File: config.mk
export PLATFORM = sky130hd
export DESIGN_NAME = det_share_arb
export DESIGN_NICKNAME = d
export VERILOG_FILES = /design/src/rtl/det_share_arb.sv
export SDC_FILE = /design/constraint.sdc
export NUM_CORES = 1
export LEC_CHECK = 0
export CORE_MARGIN = 1.5
export CORE_UTILIZATION = 50
export CTS_CLUSTER_DIAMETER = 50
export CTS_CLUSTER_SIZE = 40
export DETAILED_ROUTE_END_ITERATION = 10
export PLACE_DENSITY = 0.86
export SLEW_MARGIN = 5
export SYNTH_ARGS = -nofsm -noshare
export SYNTH_HDL_FRONTEND = slang
export SYNTH_SLANG_ARGS = --single-unit
File: constraint.sdc
create_clock -name clk -period 10.6 [get_ports clk]
set_input_delay 2.12 -clock clk [delete_from_list [all_inputs] [get_ports clk]]
set_output_delay 2.12 -clock clk [all_outputs]
set_load 0.005 [all_outputs]
File: src/rtl/det_share_arb.sv
// det_share_arb: round-robin arbiter feeding one shared "BAZ" sequence matcher with per-channel saved progress.
// Optional per-channel idle timeout is compiled in with `define DET_SHARE_TIMEOUT_EN.
module det_share_arb #(
  parameter int            NCH     = 4,
  parameter int            CW      = 8,
  parameter logic [CW-1:0] PAT0    = 8'h42,
  parameter logic [CW-1:0] PAT1    = 8'h41,
  parameter logic [CW-1:0] PAT2    = 8'h5A,
  parameter int            TMO_CYC = 16
) (
  input  logic                    clk,
  input  logic                    rstn,
  input  logic [NCH-1:0]          req_valid,
  input  logic [NCH*CW-1:0]       req_char,
  output logic [NCH-1:0]          req_ready,
  input  logic [NCH-1:0]          ch_clr,
  output logic                    hit_valid,
  output logic [$clog2(NCH)-1:0]  hit_ch,
  output logic [15:0]             hit_total
);

  localparam int CHW = $clog2(NCH);

  typedef enum logic [1:0] {S0 = 2'd0, S1 = 2'd1, S2 = 2'd2} state_t;

  state_t          r_state     [NCH];
  state_t          w_state_nxt [NCH];
  logic [CHW-1:0]  r_ptr;
  logic [CHW-1:0]  w_gidx;
  logic            w_any;
  logic [NCH-1:0]  w_elig;
  logic [CW-1:0]   w_gchar;
  logic            w_hit;
  logic            r_hit_valid_p1;
  logic [CHW-1:0]  r_hit_ch_p1;
  logic [15:0]     r_hit_total_p1;

`ifdef DET_SHARE_TIMEOUT_EN
  localparam int IW = $clog2(TMO_CYC + 1);
  logic [IW-1:0] r_idle     [NCH];
  logic [IW-1:0] w_idle_nxt [NCH];
`endif

  // Fallback to S1 on PAT0 is exact because the three pattern characters are distinct.
  function automatic state_t f_step(input state_t s, input logic [CW-1:0] c);
    state_t n;
    n = S0;
    if (c == PAT0)
      n = S1;
    else if (s == S1 && c == PAT1)
      n = S2;
    return n;
  endfunction

  function automatic logic [15:0] f_sat_inc(input logic [15:0] v);
    return (v == 16'hFFFF) ? v : v + 16'd1;
  endfunction

  always_comb begin
    logic [CHW-1:0] idx;
    idx    = '0;
    w_elig = req_valid & ~ch_clr;
    w_any  = 1'b0;
    w_gidx = '0;
    // Walk downward so the candidate nearest the pointer is written last and wins.
    for (int k = NCH - 1; k >= 0; k--) begin
      idx = CHW'((int'(r_ptr) + k) % NCH);
      if (w_elig[idx]) begin
        w_any  = 1'b1;
        w_gidx = idx;
      end
    end
  end

  assign req_ready = (rstn && w_any) ? (NCH'(1) << w_gidx) : '0;
  assign w_gchar   = req_char[int'(w_gidx)*CW +: CW];

  always_comb begin
    w_hit = 1'b0;
    for (int i = 0; i < NCH; i++) begin
      w_state_nxt[i] = r_state[i];
`ifdef DET_SHARE_TIMEOUT_EN
      w_idle_nxt[i] = '0;
`endif
      if (ch_clr[i]) begin
        w_state_nxt[i] = S0;
      end else if (w_any && int'(w_gidx) == i) begin
        w_state_nxt[i] = f_step(r_state[i], w_gchar);
        if (r_state[i] == S2 && w_gchar == PAT2)
          w_hit = 1'b1;
      end
`ifdef DET_SHARE_TIMEOUT_EN
      else if (r_state[i] != S0) begin
        if (r_idle[i] == IW'(TMO_CYC - 1))
          w_state_nxt[i] = S0;
        else
          w_idle_nxt[i] = r_idle[i] + IW'(1);
      end
`endif
    end
  end

`ifndef DET_SHARE_TIMEOUT_EN
  // Timeout disabled: partial progress is held indefinitely and TMO_CYC only gates this empty check.
  if (TMO_CYC < 1) begin : g_tmo_unused
  end
`endif

  // Stage p1: match state, pointer and hit reporting registered at the accept edge.
  always_ff @(posedge clk) begin
    if (!rstn) begin
      for (int i = 0; i < NCH; i++) begin
        r_state[i] <= S0;
`ifdef DET_SHARE_TIMEOUT_EN
        r_idle[i]  <= '0;
`endif
      end
      r_ptr          <= '0;
      r_hit_valid_p1 <= 1'b0;
      r_hit_ch_p1    <= '0;
      r_hit_total_p1 <= '0;
    end else begin
      for (int i = 0; i < NCH; i++) begin
        r_state[i] <= w_state_nxt[i];
`ifdef DET_SHARE_TIMEOUT_EN
        r_idle[i]  <= w_idle_nxt[i];
`endif
      end
      if (w_any)
        r_ptr <= (w_gidx == CHW'(NCH - 1)) ? '0 : w_gidx + CHW'(1);
      r_hit_valid_p1 <= w_hit;
      if (w_hit)
        r_hit_ch_p1 <= w_gidx;
      r_hit_total_p1 <= w_hit ? f_sat_inc(r_hit_total_p1) : r_hit_total_p1;
    end
  end

  assign hit_valid = r_hit_valid_p1;
  assign hit_ch    = r_hit_ch_p1;
  assign hit_total = r_hit_total_p1;

endmodule

==> run metrics <==
most frequent cells in the layout=clkdlybuf4s50_1, dfxtp_1, nand2_1; Finished Layout Cells=357; DRC viols=0; die height=66.8 um; vias post-DR=around 2200; Hold WS=470 ps; Design Area, Final=2800 um2; Die ar.=4460 um2; max cap viols=0; core area=3770 um2; critical path capture point type=output port; syn_area_per_cell=8.20 um2; fin. max-slew vios=0; Synthesis Warnings=0; clock power share=39.6%; mux contribution to synthesized area=0.985%; Leakage Power=0.000925 uW; synthesized instance count=248; switching share of total power=approximately 29%; Detail Route Antenna Nets=0; status=finished clean; Worst Max-Slew Pin Slew=roughly 1000 ps; Initial Util=53.9%; Worst path most repeated cell=clkdlybuf4s50_1; Post CTS Setup Buffer Count=0; asr flop ratio synth=0%; clk root buf=clkbuf_8; Achievable Freq=149 MHz; CTS tree=built; first-pass GRT wire length=around 8900 um; GRT Overall Usage=26.2%; commonest non-fill, non-tap cell in the layout=clkdlybuf4s50_1; R2R setup slack=6950 ps; share of total power in sequential cells=37.8%; RSZ-0062 raised after global routing=false; DP HPWL=about 4200 um; Internal Power=209 uW; Final Hold Vio Count=0; HP Start=r_state[3][0]; Worst Path Buf+Inv=3; clock-pin transition on the worst setup and hold timing paths=70 ps; post-synthesis compound-gate area fraction=25.4%; Post-synth EDFFs=0; slowest CP cell=o311ai_2; largest stage delay on the critical path=between 600 and 700 ps; Final nets=roughly 360; crit path DAT=~4600 ps; Comb power frac=22.6%; CP cell instances=clkdlybuf4s50_1, nor2b_1, o311ai_2, inv_2, ha_1, and3_1, clkdlybuf4s50_1; Synth Flop Type=dfxtp_1; post-cts resize count=0; Worst R2R Start=r_ptr[1]; synth unique cells=57; hold depth=2; min Tclk post-route=between 6000 and 7000 ps; Post-Synth Simple-Gate Area=37.2%; Clock Tree Buf Depth=2; clock sink count=29; post-synthesis xor/xnor area fraction=0%; crit share post-route=63.4%; sequential area share after synthesis=28.6%; WL per Instance=roughly 16 um; worst vdd ir=0.000172 V; Area contributors post-synth=dfxtp_1, a21oi_1, or4_1, nand2_1, o31ai_1; ant diodes=0; row cnt=22; vias in the first global route=1960; antenna violations before repair=0; Multi-input gate area=1360 um2; share of layout cells above drive strength 1=6.15%; global route overflow=0; Post-DP Area=2680 um2; Synth Register Bits=29; FF+latch area=581 um2; Post-Syn Nets=295; WL final=about 5600 um; top-area cell type share of the netlist area=28.6%; vias per inst=6.18; CP max FO=9; Worst slew margin=30.2%; port bufs=64; final setup violation count=0; dpl cells=349; DIE WIDTH=66.8 um; WHS Endpoint=r_state[3][0]; clk_skew=9.23 ps; Worst Reg-to-Reg Cells=10; Hold Buf Count CTS=0; drt initial violations=139; Netlist Area Pre-Place=2030 um2; Top Ports=65; kind of critical path=primary input to output port; latest clock arrival within the worst-skew pair=290 ps; DR pass1 iterations=4; largest family of logic cells by synthesized area=simple AND/OR/NAND/NOR gates; Pwr Total=296 uW; worst min-delay path class=flip-flop to flip-flop; Pwr Density=106 nW/um2; synthesis-to-layout area growth=37.6%; sw power=86.3 uW; Filler cells=287; Setup TNS=0 ps; Critical R2R Capture=hit_total[10]; delay-heaviest family, CP=buffers and inverters; Post-Synth Adder-Cell Area=3.08%; pin count of the biggest net entering global routing=36; largest area contributor in the netlist=dfxtp_1; Critical Path RT=8480 ps; number of H-tree levels=2; crit path launch type=primary input; RD Place Congestion=0.829; Inserted Clock Buffers=5
## worst max-delay path by stage
stage,startpoint,endpoint,cells after the start
6_report,ch_clr[1],req_ready[3],7
5_1_grt,ch_clr[1],req_ready[3],7
4_1_cts,ch_clr[1],req_ready[3],7
3_5_place_dp,ch_clr[1],req_ready[3],7
3_3_place_gp,ch_clr[1],req_ready[3],7
2_1_floorplan,ch_clr[2],req_ready[3],5
## layer usage
metal  global-route usage [%]  vias to the layer above  wire length (um)
met4                     10.2                        0                99
met5                        0                        -                 0
li1                         -                     1097                 -
met3                     6.59                       12               308
met2                     42.1                       64              2750
met1                     33.4                     1035              2480
## worst reg2reg max path: stages, from the launching register on
cell	delay, ps
dfxtp_1	390
and3b_1	270
o311ai_4	370
nand2_4	160
inv_1	180
ha_1	220
nor4bb_1	360
o41ai_1	220
nand3b_1	610
or4_1	630
a21oi_1	150
## Yosys cell counts (all sizes together) (4+ instances only)
cell type and n:
dfxtp 29, nand2 23, a21oi 19, inv 12
nand2b 12, or4 12, nand4 11, nor2 10
o31ai 10, o21ai 9, and3 8, clkbuf 7
nand3 7, nor3 6, nor4b 6, o311ai 6
ha 5, nor3b 5, a32oi 4, buf 4
nor4bb 4, o41ai 4
## power groups by stage
stage / sequential [uW] / combinational [uW] / clock (uW)
6_report: 112 / 66.7 / 117
5_1_grt: 112 / 73.5 / 123
4_1_cts: 112 / 66.6 / 119
3_5_place_dp: 114 / 66.3 / 0
3_3_place_gp: 114 / 65.2 / 0
2_1_floorplan: 114 / 41.3 / 0
## cells by family after synthesis
family,after synthesis
compound gates,67
fa+ha+maj,5
buf+inv,23
flops,29
mux,2
simple gates,122
## cell type report
cell class / count / share of cell area [%]
clock inverter: 3 / 1.65
timing repair buffer: 64 / 22.9
multi-input combinational: 196 / 48.5
tap: 48 / 2.15
sequential: 29 / 20.8
clock buffer: 5 / 2.46
inverter: 12 / 1.61
## flip-flops by register name (all words and copies together) (netlist names)
| register | flops |
|---|---|
| hit_valid | 1 |
| hit_total | 16 |
| r_state | 8 |
| r_ptr | 2 |
| hit_ch | 2 |
## per-stage QoR
step           setup WS, ps  utilization [%]
2_1_floorplan          5040                -
3_3_place_gp           3940             71.1
3_5_place_dp           3890             71.1
4_1_cts                3870             74.2
5_1_grt                3710             74.2
6_report               3880             74.2
No activity file was read; power rests on OpenSTA's default activity.
